[config.mk]
export PLATFORM = sky130hd
export DESIGN_NAME = ftdi_rx
export DESIGN_NICKNAME = d
export VERILOG_FILES = /design/src/rtl/ftdi_rx.sv
export SDC_FILE = /design/constraint.sdc
export NUM_CORES = 1
export LEC_CHECK = 0
export BUFFER_PORTS_ARGS = -buffer_cell sky130_fd_sc_hd__buf_2
export CAP_MARGIN = 25
export CORE_ASPECT_RATIO = 0.9
export CORE_MARGIN = 2
export CORE_UTILIZATION = 40
export DETAILED_ROUTE_END_ITERATION = 8
export SLEW_MARGIN = 30
export SYNTH_ARGS = -nofsm -noshare
export SYNTH_HDL_FRONTEND = slang
export SYNTH_SLANG_ARGS = --single-unit
[constraint.sdc]
create_clock -name clk -period 2.5 [get_ports clk]
set_input_delay 0.625 -clock clk [delete_from_list [all_inputs] [get_ports clk]]
set_output_delay 0.625 -clock clk [all_outputs]
set_load 0.02 [all_outputs]
[src/rtl/ftdi_rx.sv]
// ftdi_rx: FTDI fast serial receiver. Deserialises FSDO frames
// (start, 8 data LSB first, source bit) into a show-ahead byte FIFO.
// Ports:
//   clk, reset (async, active-low)
//   fsdo       serial data from FTDI, idles high
//   bit_en     bit sample enable
//   fscts      clear to send, high = FTDI may start a frame
//   data_out   FIFO head byte (8'h00 when empty)
//   data_valid FIFO not empty
//   data_ready consumer accepts data_out
//   overflow   pulse: matching frame dropped, FIFO full
//   chan_err   pulse: frame dropped, wrong source bit
module ftdi_rx #(
   parameter int   DEPTH   = 4,
   parameter int   AW      = 2,
   parameter logic CHANNEL = 1'b1
) (
   input  logic       clk,
   input  logic       reset,
   input  logic       fsdo,
   input  logic       bit_en,
   output logic       fscts,
   output logic [7:0] data_out,
   output logic       data_valid,
   input  logic       data_ready,
   output logic       overflow,
   output logic       chan_err
);

   typedef enum logic [1:0] {
      S_IDLE,
      S_DATA,
      S_SRC
   } state_t;

   localparam logic [AW:0] CNT_FULL = (AW+1)'(DEPTH);
   localparam logic [AW:0] CNT_CTS  = (AW+1)'(DEPTH - 2);

   state_t      state_q, state_d;
   logic [2:0]  bit_cnt_q, bit_cnt_d;
   logic [7:0]  shift_q, shift_d;
   logic        ovf_d, cerr_d;
   logic        overflow_q, chan_err_q;
   logic        push, pop, full;

   logic [7:0]  mem_q [DEPTH];
   logic [AW-1:0] wr_ptr_q, rd_ptr_q;
   logic [AW:0] count_q, count_d;
   logic        fscts_q;

   // Full is judged on the count at the start of the cycle, so a
   // simultaneous pop never rescues a push into a full FIFO.
   assign full = (count_q == CNT_FULL);
   assign data_valid = (count_q != '0);
   assign pop = data_valid & data_ready;
   assign data_out = data_valid ? mem_q[rd_ptr_q] : 8'h00;

   always_comb begin
      state_d   = state_q;
      bit_cnt_d = bit_cnt_q;
      shift_d   = shift_q;
      push      = 1'b0;
      ovf_d     = 1'b0;
      cerr_d    = 1'b0;
      if (bit_en) begin
         unique case (state_q)
            S_IDLE: begin
               if (!fsdo) begin
                  state_d   = S_DATA;
                  bit_cnt_d = 3'd0;
               end
            end
            S_DATA: begin
               shift_d[bit_cnt_q] = fsdo;
               if (bit_cnt_q == 3'd7) begin
                  state_d = S_SRC;
               end else begin
                  bit_cnt_d = bit_cnt_q + 3'd1;
               end
            end
            S_SRC: begin
               if (fsdo == CHANNEL) begin
                  if (full) ovf_d = 1'b1;
                  else      push  = 1'b1;
               end else begin
                  cerr_d = 1'b1;
               end
               state_d = S_IDLE;
            end
            default: state_d = S_IDLE;
         endcase
      end
   end

   always_comb begin
      count_d = count_q;
      if (push && !pop) count_d = count_q + 1'b1;
      if (!push && pop) count_d = count_q - 1'b1;
   end

   always_ff @(posedge clk or negedge reset) begin
      if (!reset) begin
         state_q    <= S_IDLE;
         bit_cnt_q  <= '0;
         shift_q    <= '0;
         overflow_q <= 1'b0;
         chan_err_q <= 1'b0;
         wr_ptr_q   <= '0;
         rd_ptr_q   <= '0;
         count_q    <= '0;
         fscts_q    <= 1'b0;
      end else begin
         state_q    <= state_d;
         bit_cnt_q  <= bit_cnt_d;
         shift_q    <= shift_d;
         overflow_q <= ovf_d;
         chan_err_q <= cerr_d;
         if (push) wr_ptr_q <= wr_ptr_q + 1'b1;
         if (pop)  rd_ptr_q <= rd_ptr_q + 1'b1;
         count_q    <= count_d;
         // Leaves one slot free for a frame already in flight.
         fscts_q    <= (count_d <= CNT_CTS);
      end
   end

   always_ff @(posedge clk) begin
      if (push) mem_q[wr_ptr_q] <= shift_q;
   end

   assign fscts    = fscts_q;
   assign overflow = overflow_q;
   assign chan_err = chan_err_q;

endmodule

==> summary.md, run 1 <==
| Metric | Value |
|---|---|
| EDFF count, synth | 32 |
| Post-DR wirelength/cell | 16.2 um |
| Area Overhead vs Synth | 12.5% |
| CP Data Required Time | 1.88 ns |
| Final Util | 46.5% |
| Final min period | 2.35 ns |
| Synth Cell Area | 2530 sq um |
| Port buffer count | 16 |
| Sw frac | 36.2% |
| Share of flip-flops with an asynchronous set or reset | 41.8% |
| Die Width | 87.8 um |
| Area of the multi-input gates | 931 sq um |
| I/O pin count | 17 |
| Sequential-to-total area share from yosys stat | 60.8% |
| Combinational power share | 39.3% |
| Pre-antenna DRT Iters | 4 |
| Overall global routing resource usage | 14.5% |
| Initial antenna violation count | 0 |
| Vias | 1472 |
| Initial Util | 41.4% |
| Final Instance Count excl. Fillers | 285 |
| Pwr/cell area | 1110 nW/um^2 |
| Setup ws final | 0.153 ns |
| Dominant synthesized flop cell | edfxtp_1 |
| Synth unique cells | 45 |
| First-pass GRT wire length | 7500 um |
| Post-DP HPWL | 3170 um |
| Syn Area/Cell | 14.6 sq um |
| CP max FO | 5 |
| Net Count, Synth | 187 |
| Max_slew headroom | 64.1% |
| Fraction of layout cells with a size suffix above 1 | 31.8% |
| Arrival @ worst endpoint | 1.72 ns |
| Largest net degree at the start of global routing | 24 |
| Crit end category | primary output |
| Fmax | 0.426 GHz |
| Peak supply drop | 0.412 mV |
| Initial DRC Count | 75 |
| H-tree levels | 2 |
| Leak Pwr | 1.10 nW |
| Post-DP Area | 2700 sq um |
| CTS root buf | clkbuf_8 |
| Overflow after GRT | 0 |
| Critical path class | reg -> out |
| Clock Path Buffers | 2 |
| Final hold slack | 0.285 ns |
| #FFs+latches synth | 55 |
| Core ar. | 6110 sq um |
| Final #Nets | 211 |
| Psw | 1.14 mW |
| Top Usage Layer GRT | met2 |
| Startpoint types | register |
| Met1 GRT Util | 17.9% |
| Post-Layout Inst Area | 2840 sq um |
| Vias in the first global route | 1531 |
| TritonCTS clock tree | built |
| Status | complete, no violations |
| Sink Count | 55 |
| Cells after DPL | 271 |
| Final Total Pwr | 3.16 mW |
| Grt met2 use | 25.2% |
| Fin. max-slew vios | 0 |
| Area of the die | 6970 sq um |
| # hold bufs at CTS | 0 |
| Drt via density | 5.16 |
| Int Power | 2.01 mW |
| Fillers | 552 |
| Synth warnings | 0 |
| Hold Path Class | in -> async |
| Tcrit/Tclk final | 93.9% |
| RSZ-0062 raised after global routing | no |
| Setup TNS | 0 ns |
| Clock share of power | 15.3% |
| GR Util met3 | 3.21% |
| Cts bufs inserted | 5 |
| Gpl congestion | 0.756 |
| Dpl ws | 0.205 ns |
| Final setup fails | 0 |
| Worst Max-Slew Pin Slew | 0.538 ns |
| N_diodes | 0 |
| Antenna viol nets, final | 0 |
| Final WL | 4610 um |
| Clock Skew | 0.00713 ns |
| Number of remaining DRC errors | 0 |
| Worst-Skew Late Latency | 0.31 ns |
| Die Ht | 79.4 um |
| Register Area | 1540 sq um |
| Hold Vio Cnt, Final | 0 |
| Max Cap Viol | 0 |
| Row cnt | 27 |
| Clock-pin transition on the worst setup and hold timing paths | 0.10 ns |
| Cells after Synth | 173 |
| Flop pwr share | 45.4% |
-- per-layer routing --
layer	part of all wire [%]	up-vias	wire [um]
met5	0	-	0
met3	2.8	7	131
met2	51	21	2350
met4	1.4	0	64
li1	-	693	-
met1	45	751	2070
-- state kept, by name, summed over array words and instances (netlist names) --
signal and cells:
overflow 1, mem_q 32, shift_q 8, count_q 3
wr_ptr_q 2, bit_cnt_q 3, state_q 2, rd_ptr_q 2
chan_err 1, fscts 1
-- cells in the final DEF (no fill, tap or decap), types with 6 or more instances in the layout --
master / n
and2_1: 8
buf_2: 17
buf_4: 7
dfrtp_1: 23
edfxtp_1: 32
ha_1: 8
inv_1: 7
mux2_2: 7
mux4_2: 8
nand2_1: 9
nor2_1: 6
o21ai_0: 9
-- cell type report --
type	count	area share [%]
sequential	55	54.0
multi-input combinational	101	32.7
timing repair buffer	24	4.84
tap	87	3.83
clock buffer	5	2.42
inverter	10	1.45
clock inverter	3	0.704
-- logic make-up after synthesis --
group	share of synthesized area (%)
compound gates	7.87
buf+inv	2.97
simple gates	11.9
fa+ha+maj	4.45
xor+xnor	1.39
flops	60.8
mux	10.6
-- worst paths after layout --
| kind | to | startpoint | slack, ns | cells after the start |
|---|---|---|---|---|
| worst max-delay path | data_out[1] | count_q[1] | 0.15 | 7 |
| worst min-delay path | shift_q[6] | reset | 0.29 | 1 |
| worst max register to register | fscts | count_q[1] | 0.63 | 7 |
| worst min register to register | state_q[0] | state_q[1] | 0.54 | 1 |
| max in group asynchronous | shift_q[3] | reset | 1.85 | 1 |
| min in group clk | state_q[0] | state_q[1] | 0.54 | 1 |
-- critical path: stages, from the launching register on --
cell	delay (ns)
dfrtp_1	0.43
inv_2	0.11
ha_4	0.16
and2b_2	0.19
clkinvlp_4	0.09
buf_4	0.15
and2_1	0.13
buf_2	0.15
-- power by group through the flow --
stage / clock network, mW / registers, mW / logic, mW
2_1_floorplan: 0 / 1.34 / 0.917
3_3_place_gp: 0 / 1.43 / 1.08
3_5_place_dp: 0 / 1.46 / 1.12
4_1_cts: 0.493 / 1.44 / 1.21
5_1_grt: 0.534 / 1.47 / 1.37
6_report: 0.483 / 1.43 / 1.24
-- cell usage after synthesis (4+ instances only) --
cell,count,area (sq um)
and2_1,8,50.1
and3_2,4,30.0
dfrtp_1,23,576
edfxtp_1,32,961
ha_1,9,113
inv_1,10,37.5
mux2_2,7,78.8
mux4_2,8,180
nand2_1,9,33.8
nand3_1,4,20.0
nor2_1,6,22.5
o21ai_0,9,45.0
xnor2_1,4,35.0
-- repair_timing --
item / in CTS / in global routing
setup endpoints to repair: 9 / 3
buffers inserted: 3 / 3
gates resized for setup: 6 / 1
Note: power is estimated with default switching activity, not from simulation.
==> run 2: changes to the inputs <==
- BUFFER_PORTS_ARGS: -buffer_cell sky130_fd_sc_hd__buf_2 -> -buffer_cell sky130_fd_sc_hd__clkbuf_2
- clock period: 2.5 -> 2.95 ns (I/O delays scaled with it)
==> run 2 against run 1 <==
  * Worst hold slack gained 0.13 ns
  * Wire length shrank 7.3%
  * First-iteration DRC count grew 32%
  * Count of clock-buffer cells in the layout grew 2
  * Critical path depth shrank 1
  * Clock power is essentially flat
  * Combinational power shrank 26%
  * Sequential share of layout area grew 0.97 points
==> summary.md, run 2 (synthesis results as in run 1) <==
| Metric | Value |
|---|---|
| Status | complete, no violations |
| Vias in the first global route | 1425 (-6.9%) |
| CTS root buf | clkbuf_8 |
| Overall global routing resource usage | 13.9% (-0.59 points) |
| Post-DR wirelength/cell | 15.4 um (-5.0%) |
| Largest net degree at the start of global routing | 24 (unchanged) |
| Reg2Reg Depth | 6 (-1) |
| Clock-pin transition on the worst setup and hold timing paths | 0.10 ns (about the same) |
| CP dominant cell by count | inv_1 |
| Setup crit start | count_q[0] |
| Worst path cell trace | inv_1 -> ha_1 -> and2b_1 -> inv_1 -> and2_1 -> clkbuf_2 |
| Cts bufs inserted | 5 (unchanged) |
| Hold Vio Cnt, Final | 0 (unchanged) |
| Overflow after GRT | 0 (unchanged) |
| Commonest cells after routing, fill and taps aside | edfxtp_1, dfrtp_1, clkbuf_2 |
| CP Data Required Time | 2.21 ns (+0.33 ns) |
| Drt via density | 5.04 (-2.4%) |
| Crit end category | primary output |
| Largest regs | mem_q: 32 flops, shift_q: 8 flops |
| Final #Nets | 204 (-3.3%) |
| Final Instance Count excl. Fillers | 278 (-2.5%) |
| Gpl congestion | 0.755 (-0.20%) |
| Area Overhead vs Synth | 10.5% |
| Pre-antenna DRT Iters | 4 (unchanged) |
| # hold bufs at CTS | 0 (unchanged) |
| Die Width | 87.8 um (unchanged) |
| CP max FO | 11 (+6) |
| Post-CTS Setup Inserts | 0 (-3) |
| Critical path class | reg -> out |
| Peak supply drop | 0.376 mV (-8.8%) |
| Port buffer count | 16 (unchanged) |
| First-pass GRT wire length | 7180 um (-4.2%) |
| Area of the multi-input gates | 917 sq um (-1.5%) |
| H-tree levels | 2 (unchanged) |
| Post-DP HPWL | 3000 um (-5.4%) |
| Final Total Pwr | 2.63 mW (-17%) |
| RR Startpoint | count_q[0] |
| Initial DRC Count | 99 (+32%) |
| Sink Count | 55 (unchanged) |
| Reg with most FFs | mem_q |
| Max_slew headroom | 60.6% (-3.5 points) |
| Final WL | 4280 um (-7.3%) |
| Initial Util | 41.4% (unchanged) |
| Number of remaining DRC errors | 0 (unchanged) |
| Post-DP Area | 2690 sq um (-0.28%) |
| Worst-Skew Late Latency | 0.31 ns (about the same) |
| Slowest CP cell | dfrtp_1 |
| Final setup fails | 0 (unchanged) |
| Clock Path Buffers | 2 (unchanged) |
| Row cnt | 27 (unchanged) |
| Cell family with most CP delay | simple AND/OR/NAND/NOR gates |
| Most common cell after layout, fill and taps aside | edfxtp_1 |
| Core ar. | 6110 sq um (unchanged) |
| Initial antenna violation count | 0 (unchanged) |
| Antenna viol nets, final | 0 (unchanged) |
| Register Area | 1540 sq um (unchanged) |
| RSZ-0062 raised after global routing | no |
| Max Cap Viol | 0 (unchanged) |
| Arrival @ worst endpoint | 1.99 ns (+0.27 ns) |
| Pwr/cell area | 940 nW/um^2 (-15%) |
| Worst Path Buf+Inv | 3 (-1) |
| N_diodes | 0 (unchanged) |
| TritonCTS clock tree | built |
| Cells after DPL | 270 (-0.37%) |
| Vias | 1402 (-4.8%) |
| Worst Max-Slew Pin Slew | 0.591 ns (+0.0530 ns) |
| Area of the die | 6970 sq um (unchanged) |
| Fraction of layout cells with a size suffix above 1 | 26.2% (-5.6 points) |
| Fmax | 0.366 GHz |
| Post-Layout Inst Area | 2790 sq um (-1.8%) |
| Die Ht | 79.4 um (unchanged) |
| Leak Pwr | 1.09 nW (-1.5%) |
| Worst path depth | 6 (-1) |
| Clock Skew | 0.0108 ns (+0.00365 ns) |
| Final min period | 2.73 ns |
| Max reg flops | 32 (unchanged) |
| Largest stage delay, worst path | 0.42 ns (about the same) |
| Post-cts resize count | 0 (-6) |
| Setup TNS | 0 ns (unchanged) |
| Tcrit/Tclk final | 92.6% |
| Hold Path Class | in -> async |
| Fillers | 543 (-1.6%) |
| I/O pin count | 17 (unchanged) |
| Fin. max-slew vios | 0 (unchanged) |
| Startpoint types | register |
run 2: changes by cell type in the layout (fill, tap and decap cells not counted), sizes merged:
cell / delta
buf: -23
clkinv: -2
clkinvlp: -2
inv: +1
clkbuf: +18
bufinv: +1
run 2: worst paths after layout:
kind                               endpoint  slack [ns]
worst max-delay path            data_out[1]        0.22
worst min-delay path            rd_ptr_q[0]        0.41
worst max register to register        fscts        1.04
worst min register to register   count_q[0]        0.52
max in group asynchronous        count_q[2]        2.14
min in group clk                 count_q[0]        0.52
run 2: area by class of cell:
| class | instances | area share, % |
|---|---|---|
| clock buffer | 7 | 2.73 |
| clock inverter | 1 | 1.07 |
| inverter | 10 | 1.34 |
| multi-input combinational | 101 | 32.8 |
| sequential | 55 | 55.0 |
| tap | 87 | 3.90 |
| timing repair buffer | 17 | 3.13 |
run 2: per-layer routing:
metal | vias up | GRT usage [%] | wire length (um)
met5 | - | 0 | 0
met4 | 0 | 3.23 | 38
met3 | 4 | 4.65 | 149
met2 | 18 | 22.0 | 2010
met1 | 701 | 18.7 | 2080
li1 | 679 | - | -
run 2: per-stage QoR:
| stage | hold slack (ns) | utilization (%) | setup slack [ns] |
|---|---|---|---|
| floorplan | 0.442 | - | 0.738 |
| global placement | 0.490 | 44.0 | 0.622 |
| detailed placement | 0.505 | 44.0 | 0.545 |
| CTS | 0.427 | 45.7 | 0.176 |
| global route | 0.445 | 45.7 | 0.0234 |
| finish | 0.415 | 45.7 | 0.220 |
run 2: power breakdown:
group | internal (mW) | switching (mW)
Combinational | 0.442 | 0.470
Clock | 0.254 | 0.227
Sequential | 1.01 | 0.218
Total | 1.71 | 0.915
run 2: worst register-to-register path: stages (launching register included):
cell     delay [ns]
dfrtp_1        0.40
inv_1          0.10
ha_1           0.27
and2b_1        0.27
o211a_1        0.28
nor4_1         0.37
nor4b_2        0.09
==> run 3: changes to the inputs <==
==> constraint.sdc (replaced) <==
create_clock -name clk -period 2.95 [get_ports clk]
set_input_delay 0.1475 -clock clk [delete_from_list [all_inputs] [get_ports clk]]
set_output_delay 0.1475 -clock clk [all_outputs]
set_load 0.02 [all_outputs]
==> run 3 against run 2 <==
  * Die area unchanged
  * Non-clock buffer count stayed put
  * Clock skew rose by 0.0017 ns
  * Critical path type unchanged
  * Sequential power hardly changed
  * Worst hold slack worse by 0.30 ns
  * Combinational power down 2.9%
  * Clock power down 14%
  * Flip-flop and latch count did not move
  * Wire length down 0.30%
  * Largest power group unchanged
==> summary.md, run 3 (synthesis results as in run 1) <==
| Metric | Value |
|---|---|
| Overflow after GRT | 0 (unchanged) |
| Max_slew headroom | 60.9% (+0.28 points) |
| Post-Layout Inst Area | 2780 sq um (-0.49%) |
| Area of the die | 6970 sq um (unchanged) |
| CP Data Required Time | 2.80 ns (+0.59 ns) |
| Clock-pin transition on the worst setup and hold timing paths | 0.09 ns (about the same) |
| Arrival @ worst endpoint | 1.99 ns (about the same) |
| Post-DR wirelength/cell | 15.3 um (-0.30%) |
| Tcrit/Tclk final | 72.3% (-20 points) |
| Final WL | 4260 um (-0.30%) |
| Reg with most FFs | mem_q |
| Initial antenna violation count | 0 (unchanged) |
| Slowest CP cell | dfrtp_1 |
| Die Ht | 79.4 um (unchanged) |
| Hold Path Class | in -> reg |
| Critical path class | reg -> out |
| Core ar. | 6110 sq um (unchanged) |
| Worst-Skew Late Latency | 0.31 ns (about the same) |
| Pre-antenna DRT Iters | 4 (unchanged) |
| Overall global routing resource usage | 13.4% (-0.48 points) |
| Final setup fails | 0 (unchanged) |
| Sink Count | 55 (unchanged) |
| Setup TNS | 0 ns (unchanged) |
| N_diodes | 0 (unchanged) |
| Initial Util | 41.4% (unchanged) |
| TritonCTS clock tree | built |
| Worst path cell trace | inv_1 -> ha_1 -> and2b_1 -> inv_1 -> and2_1 -> clkbuf_2 |
| Crit end category | primary output |
| Post-DP HPWL | 2990 um (-0.11%) |
| Final hold slack | 0.110 ns (-0.305 ns) |
| Vias | 1411 (+0.64%) |
| CP max FO | 11 (unchanged) |
| CTS root buf | clkbuf_8 |
| Max Cap Viol | 0 (unchanged) |
| Worst Max-Slew Pin Slew | 0.587 ns (-0.00422 ns) |
| Antenna viol nets, final | 0 (unchanged) |
| Peak supply drop | 0.266 mV (-29%) |
| Final Util | 45.5% (-0.23 points) |
| Leak Pwr | 1.08 nW (-0.67%) |
| Fraction of layout cells with a size suffix above 1 | 26.2% (unchanged) |
| Dpl ws | 1.09 ns (+0.543 ns) |
| Final min period | 2.13 ns (-0.596 ns) |
| Status | complete, no violations |
| Largest stage delay, worst path | 0.41 ns (about the same) |
| CP dominant cell by count | inv_1 |
| Cts bufs inserted | 5 (unchanged) |
| Fin. max-slew vios | 0 (unchanged) |
| Number of remaining DRC errors | 0 (unchanged) |
| Die Width | 87.8 um (unchanged) |
| Pwr/cell area | 916 nW/um^2 (-2.5%) |
| I/O pin count | 17 (unchanged) |
| Final Instance Count excl. Fillers | 278 (unchanged) |
| Commonest cells after routing, fill and taps aside | edfxtp_1, dfrtp_1, clkbuf_2 |
| Max reg flops | 32 (unchanged) |
| Hold Vio Cnt, Final | 0 (unchanged) |
| Largest regs | mem_q: 32 flops, shift_q: 8 flops |
| Post-DP Area | 2680 sq um (-0.28%) |
| Initial DRC Count | 73 (-26%) |
| Setup ws final | 0.816 ns (+0.596 ns) |
| First-pass GRT wire length | 6940 um (-3.4%) |
| RSZ-0062 raised after global routing | no |
| Vias in the first global route | 1367 (-4.1%) |
| Row cnt | 27 (unchanged) |
| Startpoint types | register |
| Clock Skew | 0.0125 ns (+0.00174 ns) |
| Most common cell after layout, fill and taps aside | edfxtp_1 |
| Fmax | 0.469 GHz (+28%) |
| Largest net degree at the start of global routing | 24 (unchanged) |
| Cells after DPL | 269 (-0.37%) |
| Port buffer count | 16 (unchanged) |
| Drt via density | 5.08 (+0.64%) |
| Gpl congestion | 0.783 (+3.7%) |
| Final Total Pwr | 2.55 mW (-3.0%) |
| H-tree levels | 2 (unchanged) |
| Clock Path Buffers | 2 (unchanged) |
| Final #Nets | 204 (unchanged) |
| Area Overhead vs Synth | 9.95% |
## run 3: critical path: cells and delay by family (launching register included)
kind                     cells  cell delay [ns]
flip-flops                   1             0.41
buffers and inverters        3             0.49
adder cells (fa/ha/maj)      1             0.27
AND/OR/NAND/NOR              2             0.51
## run 3: timing repair
| item | CTS | global route |
|---|---|---|
| hold buffers | 1 | 0 |
| resized for setup | 0 | 0 |
| hold endpoints to repair | 23 | 0 |
| setup endpoints to repair | 0 | 0 |
| buffers inserted | 0 | 0 |
## run 3: final cells by class
type	instances	area, sq um
inverter	10	37.5
sequential	55	1540
tap	87	109
timing repair buffer	17	90.1
clock buffer	6	72.6
fill	560	3330
multi-input combinational	101	917
clock inverter	2	17.5
## run 3: per-layer routing
metal	wire (um)	track usage, %	vias up
li1	-	-	682
met1	1990	17.9	704
met2	2080	21.6	23
met3	181	3.83	2
met4	15	3.69	0
met5	0	0	-
## run 3: final timing paths
check / start / end / slack (ns) / cells past startpoint
max: count_q[0] / data_out[6] / 0.82 / 6
min: bit_en / state_q[0] / 0.11 / 2
max reg2reg: count_q[0] / count_q[1] / 1.07 / 7
min reg2reg: count_q[0] / count_q[0] / 0.52 / 1
max in group asynchronous: reset / count_q[0] / 2.21 / 2
min in group asynchronous: reset / shift_q[0] / 0.36 / 2
## run 3: where the power goes
part | internal [mW] | switching, mW
clock network | 0.173 | 0.243
registers | 1.01 | 0.232
logic | 0.433 | 0.452
